File: config.mk
export PLATFORM = sky130hd
export DESIGN_NAME = load_store_unit_flat
export DESIGN_NICKNAME = d
export VERILOG_FILES = /design/src/rtl/load_store_unit_if.sv /design/src/rtl/load_store_unit.sv /design/src/flat_wrapper.sv
export SDC_FILE = /design/constraint.sdc
export NUM_CORES = 1
export LEC_CHECK = 0
export BUFFER_PORTS_ARGS = -buffer_cell sky130_fd_sc_hd__buf_2
export CORE_ASPECT_RATIO = 0.7
export CORE_MARGIN = 2
export CORE_UTILIZATION = 37
export DETAILED_ROUTE_END_ITERATION = 10
export GPL_ROUTABILITY_DRIVEN = 0
export PLACE_DENSITY = 0.72
export SKIP_CTS_REPAIR_TIMING = 1
export SLEW_MARGIN = 20
export SYNTH_ARGS = -nofsm -noshare
export SYNTH_HDL_FRONTEND = slang
export SYNTH_SLANG_ARGS = --single-unit
File: constraint.sdc
create_clock -name clk -period 5.8 [get_ports clk]
set_input_delay 0.58 -clock clk [delete_from_list [all_inputs] [get_ports clk]]
set_output_delay 0.58 -clock clk [all_outputs]
set_load 0.02 [all_outputs]
File: src/rtl/load_store_unit_if.sv
// Data-memory bus between the load/store unit (master) and a variable-latency memory (slave).
// The request side is registered in the master; the memory answers with ack plus read data.
interface load_store_unit_if;
    logic        mem_req;
    logic        mem_we;
    logic [31:0] mem_addr;
    logic [3:0]  mem_be;
    logic [31:0] mem_wdata;
    logic [31:0] mem_rdata;
    logic        mem_ack;

    modport master (
        output mem_req, mem_we, mem_addr, mem_be, mem_wdata,
        input  mem_rdata, mem_ack
    );

    modport slave (
        input  mem_req, mem_we, mem_addr, mem_be, mem_wdata,
        output mem_rdata, mem_ack
    );
endinterface

File: src/rtl/load_store_unit.sv
// Memory-access stage: byte/half/word lane steering, load extension, misalignment check and a
// bus watchdog around a req/ack handshake; stalls the core while an access is outstanding.
module load_store_unit #(
    parameter int TIMEOUT_CYCLES = 16,
    parameter int CNT_W          = 8
) (
    input  logic                     clk,
    input  logic                     rst_n,
    input  logic                     MemRead,
    input  logic                     MemWrite,
    input  logic [1:0]               MemSize,
    input  logic                     MemSigned,
    input  logic [31:0]              ALUresult,
    input  logic [31:0]              Rt_Data,
    output logic [31:0]              ReadData,
    output logic                     stall,
    output logic                     misaligned,
    output logic                     bus_error,
    load_store_unit_if.master        mem
);

    typedef enum logic [1:0] {IDLE, REQ, DONE} state_t;

    localparam bit               WDOG_EN  = (TIMEOUT_CYCLES != 0);
    localparam logic [CNT_W-1:0] CNT_LAST = CNT_W'(TIMEOUT_CYCLES - 1);

    state_t           state_q, state_d;
    logic [CNT_W-1:0] cnt_q, cnt_d;
    logic             req_q, req_d;
    logic             we_q, we_d;
    logic [31:0]      addr_q, addr_d;
    logic [3:0]       be_q, be_d;
    logic [31:0]      wdata_q, wdata_d;
    logic [31:0]      rd_q, rd_d;
    logic             mis_q, mis_d;
    logic             berr_q, berr_d;
    logic [1:0]       size_q, size_d;
    logic [1:0]       off_q, off_d;
    logic             sgn_q, sgn_d;

    logic             acc;
    logic             illegal;
    logic [3:0]       be_in;
    logic [31:0]      wdata_in;
    logic [31:0]      lane;
    logic [31:0]      load_ext;
    logic             stall_c;

    // Legality, byte enables and lane-replicated store data from the presented instruction
    always_comb begin
        acc      = MemRead | MemWrite;
        illegal  = 1'b0;
        be_in    = 4'b0000;
        wdata_in = Rt_Data;
        case (MemSize)
            2'b00: begin
                be_in    = 4'b0001 << ALUresult[1:0];
                wdata_in = {4{Rt_Data[7:0]}};
            end
            2'b01: begin
                be_in    = ALUresult[1] ? 4'b1100 : 4'b0011;
                wdata_in = {2{Rt_Data[15:0]}};
                illegal  = ALUresult[0];
            end
            2'b10: begin
                be_in    = 4'b1111;
                illegal  = |ALUresult[1:0];
            end
            default: illegal = 1'b1;
        endcase
    end

    // Load lane select and extension, driven by the fields latched when the request was issued
    always_comb begin
        lane = mem.mem_rdata >> {off_q, 3'b000};
        case (size_q)
            2'b00:   load_ext = sgn_q ? {{24{lane[7]}}, lane[7:0]}   : {24'b0, lane[7:0]};
            2'b01:   load_ext = sgn_q ? {{16{lane[15]}}, lane[15:0]} : {16'b0, lane[15:0]};
            default: load_ext = mem.mem_rdata;
        endcase
    end

    always_comb begin
        state_d = state_q;
        cnt_d   = cnt_q;
        req_d   = req_q;
        we_d    = we_q;
        addr_d  = addr_q;
        be_d    = be_q;
        wdata_d = wdata_q;
        rd_d    = rd_q;
        mis_d   = 1'b0;
        berr_d  = 1'b0;
        size_d  = size_q;
        off_d   = off_q;
        sgn_d   = sgn_q;
        stall_c = 1'b0;
        case (state_q)
            IDLE: begin
                if (acc) begin
                    stall_c = 1'b1;
                    if (illegal) begin
                        state_d = DONE;
                        mis_d   = 1'b1;
                        if (!MemWrite) rd_d = '0;
                    end else begin
                        state_d = REQ;
                        req_d   = 1'b1;
                        we_d    = MemWrite;
                        addr_d  = {ALUresult[31:2], 2'b00};
                        be_d    = be_in;
                        wdata_d = wdata_in;
                        cnt_d   = '0;
                        size_d  = MemSize;
                        off_d   = ALUresult[1:0];
                        sgn_d   = MemSigned;
                    end
                end
            end
            REQ: begin
                stall_c = 1'b1;
                // An ack in the final watchdog cycle still completes the access normally
                if (mem.mem_ack) begin
                    req_d   = 1'b0;
                    state_d = DONE;
                    if (!we_q) rd_d = load_ext;
                end else if (WDOG_EN && (cnt_q == CNT_LAST)) begin
                    req_d   = 1'b0;
                    berr_d  = 1'b1;
                    state_d = DONE;
                    if (!we_q) rd_d = '0;
                end else begin
                    cnt_d = cnt_q + 1'b1;
                end
            end
            DONE:    state_d = IDLE;
            default: state_d = IDLE;
        endcase
    end

    always_ff @(posedge clk or negedge rst_n) begin
        if (!rst_n) begin
            state_q <= IDLE;
            cnt_q   <= '0;
            req_q   <= 1'b0;
            we_q    <= 1'b0;
            addr_q  <= '0;
            be_q    <= '0;
            wdata_q <= '0;
            rd_q    <= '0;
            mis_q   <= 1'b0;
            berr_q  <= 1'b0;
            size_q  <= '0;
            off_q   <= '0;
            sgn_q   <= 1'b0;
        end else begin
            state_q <= state_d;
            cnt_q   <= cnt_d;
            req_q   <= req_d;
            we_q    <= we_d;
            addr_q  <= addr_d;
            be_q    <= be_d;
            wdata_q <= wdata_d;
            rd_q    <= rd_d;
            mis_q   <= mis_d;
            berr_q  <= berr_d;
            size_q  <= size_d;
            off_q   <= off_d;
            sgn_q   <= sgn_d;
        end
    end

    // Stall is released while reset is held so the core is never frozen by an abandoned access
    assign stall         = stall_c & rst_n;
    assign ReadData      = rd_q;
    assign misaligned    = mis_q;
    assign bus_error     = berr_q;
    assign mem.mem_req   = req_q;
    assign mem.mem_we    = we_q;
    assign mem.mem_addr  = addr_q;
    assign mem.mem_be    = be_q;
    assign mem.mem_wdata = wdata_q;

endmodule

File: src/flat_wrapper.sv
// flat-port wrapper written by rule: the top's interface ports become plain ports
module load_store_unit_flat 
#(
    parameter int TIMEOUT_CYCLES = 16,
    parameter int CNT_W          = 8
)
  (clk, rst_n, MemRead, MemWrite, MemSize, MemSigned, ALUresult, Rt_Data, ReadData, stall, misaligned, bus_error, mem_mem_req, mem_mem_we, mem_mem_addr, mem_mem_be, mem_mem_wdata, mem_mem_rdata, mem_mem_ack);
  load_store_unit_if mem_i ();
  input  logic clk;
  input  logic rst_n;
  input  logic MemRead;
  input  logic MemWrite;
  input  logic [1:0] MemSize;
  input  logic MemSigned;
  input  logic [31:0] ALUresult;
  input  logic [31:0] Rt_Data;
  output logic [31:0] ReadData;
  output logic stall;
  output logic misaligned;
  output logic bus_error;
  output wire logic [$bits(mem_i.mem_req)-1:0] mem_mem_req;
  output wire logic [$bits(mem_i.mem_we)-1:0] mem_mem_we;
  output wire logic [$bits(mem_i.mem_addr)-1:0] mem_mem_addr;
  output wire logic [$bits(mem_i.mem_be)-1:0] mem_mem_be;
  output wire logic [$bits(mem_i.mem_wdata)-1:0] mem_mem_wdata;
  input wire logic [$bits(mem_i.mem_rdata)-1:0] mem_mem_rdata;
  input wire logic [$bits(mem_i.mem_ack)-1:0] mem_mem_ack;
  assign mem_mem_req = mem_i.mem_req;
  assign mem_mem_we = mem_i.mem_we;
  assign mem_mem_addr = mem_i.mem_addr;
  assign mem_mem_be = mem_i.mem_be;
  assign mem_mem_wdata = mem_i.mem_wdata;
  assign mem_i.mem_rdata = mem_mem_rdata;
  assign mem_i.mem_ack = mem_mem_ack;
  load_store_unit #(.TIMEOUT_CYCLES(TIMEOUT_CYCLES), .CNT_W(CNT_W)) u_core (.clk(clk), .rst_n(rst_n), .MemRead(MemRead), .MemWrite(MemWrite), .MemSize(MemSize), .MemSigned(MemSigned), .ALUresult(ALUresult), .Rt_Data(Rt_Data), .ReadData(ReadData), .stall(stall), .misaligned(misaligned), .bus_error(bus_error), .mem(mem_i));
endmodule
==> reports/metrics.yaml <==
outcome:
  status: "finished, final reports clean"
synth:
  synth.avg_cell_area_um2: 11.2
  synthCells: 498
  netlist-cell-type-count: 53
  ys_top_cells_by_area: "dfrtp_1 52%, mux2_2 8.5%, mux2i_1 7.9%"
  ys_seq_area_frac: 0.524
  synth_area_um2: 5580
  synth_top_area_cell: "dfrtp_1"
  yosys_warnings: 0
  synth_ff_type: "dfrtp_1"
  synth-seq-cells: 117
  synth_edf_count: 0
  ys_async_sr_fraction: 1.00
  yosysTopAreaCellShare: 0.524
power_and_ir_drop:
  comb_power_share: 0.393
  p_sw_frac: 0.402
  power_mw: 4.08
  irDropWorstVdd_uv: 269
  p_leak_nw: 3.61
  power.density_nw_per_um2: 559
  intPower_mw: 2.44
  p_seq_frac: 0.356
  switchingPower_mw: 1.64
  clockPowerShare: 0.251
worst_setup_path:
  startpoint_type: "flop"
  crit_fanout: 32
  path_cells: "or4_4, o21ai_4, o2111ai_4, a221o_1"
  slowest_stage: "or4_4"
  max_stage_delay_ns: 0.58
  crit_buf_inv: 0
  rrSetupSlack_ns: 3.24
  worstPathArrival_ns: 2.85
  worst_ep_required_time_ns: 6.08
  crit_family: "compound AO/OA/AOI/OAI gates"
  cp-end-kind: "flop"
  worstSetupPathType: "flop to flop"
min_path:
  hold_path_class: "primary input to asynchronous set/reset pin"
sta:
  period_share: 0.442
  fin_setup_tns_ns: 0
  hold_slack_ns: 0.270
  fmax_ghz: 0.390
  rsz0062_at_grt: "no"
  drv_slew: 0
  fin_crit_ns: 2.56
  hold_violations: 0
  finalWorstSetupSlack_ns: 3.24
  relSlewSlack: 0.295
  setup_violations: 0
  fin_skew_ns: 0.0111
  worst_pin_slew_ns: 1.06
cells_and_area:
  nets: 792
  seq_area_um2: 2930
  layoutNonFillerInstCount: 895
  fill_cells: 1420
  syn2layout_area_growth_pct: 30.6
  drive_gt1_frac: 0.413
  final_area_um2: 7290
  multiInputGateArea_um2: 2430
  diodes: 0
  fin_util: 0.495
global_routing:
  grt_usage: 0.189
  use_met1: 0.258
  met3_usage: 0.0728
  antenna_found_initial: 0
  busiest_layer: "met2"
  grt.overflow.total: 0
  grt_pass1_wl_mm: 23.7
  gr-usage-met2: 0.284
  grt_max_degree: 75
  grt_pass1_vias: 4550
cts:
  clockBufferDepth: 2
  cts_tree: "done"
  htree_levels: 4
  insertion_delay_ns: 0.41
  cts.clk_slew.worst_paths_ns: 0.06
  root_buffer: "clkbuf_16"
  cts_sinks: 117
  cts_made_buffers: 17
die:
  io-pin-count: 209
  start_util: 0.379
  core_area_um2: 14700
  fp.dieH_um: 107
  die_x_um: 151
  rows: 37
  die_area_um2: 16100
placed_design:
  post-place-ws_ns: 2.58
  port_buffers: 206
  dp.cells: 862
  postPlaceCellArea_um2: 6710
  dp_hpwl_mm: 10.5
detailed_routing:
  wirelength_mm: 15.0
  vias: 4622
  ant_nets: 0
  drt-vias-per-instance: 5.16
  wl_per_cell_um: 16.8
  drc: 0
  drt_iter0_markers: 212
  first_pass_iters: 5
job:
  drv_cap: 0
worst paths after layout:
path,start,to,depth (start not counted)
worst max-delay path,u_core.cnt_q[4],u_core.ReadData[23],4
worst min-delay path,rst_n,u_core.bus_error,1
worst max register to register,u_core.cnt_q[4],u_core.ReadData[23],4
worst min register to register,u_core.mem.mem_req,u_core.mem.mem_req,1
max in group asynchronous,rst_n,u_core.mem.mem_wdata[30],2
min in group clk,ALUresult[10],u_core.mem.mem_addr[10],2
synthesized netlist by cell type, drive strengths merged, types with 5 or more instances:
library cell	n
nand3	5
mux2i	44
dfrtp	117
a221o	19
o2bb2ai	7
o221ai	10
a2bb2oi	7
o22ai	7
nand2	40
nand2b	11
buf	18
nor2b	9
a21oi	25
o21ai	34
clkbuf	22
mux2	42
nor2	22
inv	12
sequential cells by signal, summed over array words and instances (netlist names):
| register | flops |
|---|---|
| u_core.mem.mem_we | 1 |
| u_core.mem.mem_req | 1 |
| u_core.sgn_q | 1 |
| u_core.bus_error | 1 |
| u_core.misaligned | 1 |
| u_core.mem.mem_be | 4 |
| u_core.mem.mem_addr | 30 |
| u_core.off_q | 2 |
| u_core.cnt_q | 8 |
| u_core.ReadData | 32 |
| u_core.mem.mem_wdata | 32 |
| u_core.size_q | 2 |
| u_core.state_q | 2 |
cells by family (layout without fill, tap and decap cells):
kind of cell | count (synthesis) | count (layout) | share of synthesized area
adders and majority gates | 1 | 1 | 0.00224
xor gates and xnor gates | 5 | 5 | 0.00784
and+or+nand+nor | 114 | 114 | 0.102
muxes | 86 | 86 | 0.164
buffers and inverters | 52 | 253 | 0.0417
other | 1 | 2 | 0.000672
DFF | 117 | 117 | 0.524
AOI/OAI and AO/OA | 122 | 122 | 0.157
routing by layer:
layer,vias to the layer above,part of all wire
li1,2201,-
met1,2221,0.46
met2,186,0.44
met3,14,0.096
met4,0,0.0079
met5,-,0
cell usage in the layout (no fill, tap or decap), drive strengths merged, types with 2 or more instances in the layout:
| cell | Yosys | routed |
|---|---|---|
| a211oi | 2 | 2 |
| a21oi | 25 | 25 |
| a221o | 19 | 19 |
| a2bb2oi | 7 | 7 |
| a32o | 2 | 2 |
| and2 | 3 | 3 |
| and3 | 4 | 4 |
| buf | 18 | 209 |
| clkbuf | 22 | 19 |
| clkinv | 0 | 4 |
| clkinvlp | 0 | 5 |
| conb | 1 | 2 |
| dfrtp | 117 | 117 |
| inv | 12 | 15 |
| mux2 | 42 | 42 |
| mux2i | 44 | 44 |
| nand2 | 40 | 40 |
| nand2b | 11 | 11 |
| nand3 | 5 | 5 |
| nand3b | 3 | 3 |
| nor2 | 22 | 22 |
| nor2b | 9 | 9 |
| nor3 | 4 | 4 |
| nor3b | 2 | 2 |
| nor4 | 3 | 3 |
| o21ai | 34 | 34 |
| o221ai | 10 | 10 |
| o22ai | 7 | 7 |
| o2bb2ai | 7 | 7 |
| o41ai | 2 | 2 |
| or4 | 2 | 2 |
| xnor2 | 4 | 4 |
power by group through the flow:
stage | registers [mW] | clock network (mW) | logic [mW]
6_report | 1.45 | 1.02 | 1.60
5_1_grt | 1.50 | 1.08 | 1.74
4_1_cts | 1.45 | 1.05 | 1.62
3_5_place_dp | 1.46 | 0 | 1.62
3_3_place_gp | 1.45 | 0 | 1.59
2_1_floorplan | 1.76 | 0 | 0.751
area by class of cell:
cell class	instances	area share
Tap cell	195	0.0334
Timing Repair Buffer	209	0.147
Clock inverter	13	0.0172
Clock buffer	19	0.0621
Sequential cell	117	0.401
Inverter	12	0.00617
Multi-Input combinational cell	330	0.333
Power figures use the tool's default switching activity.
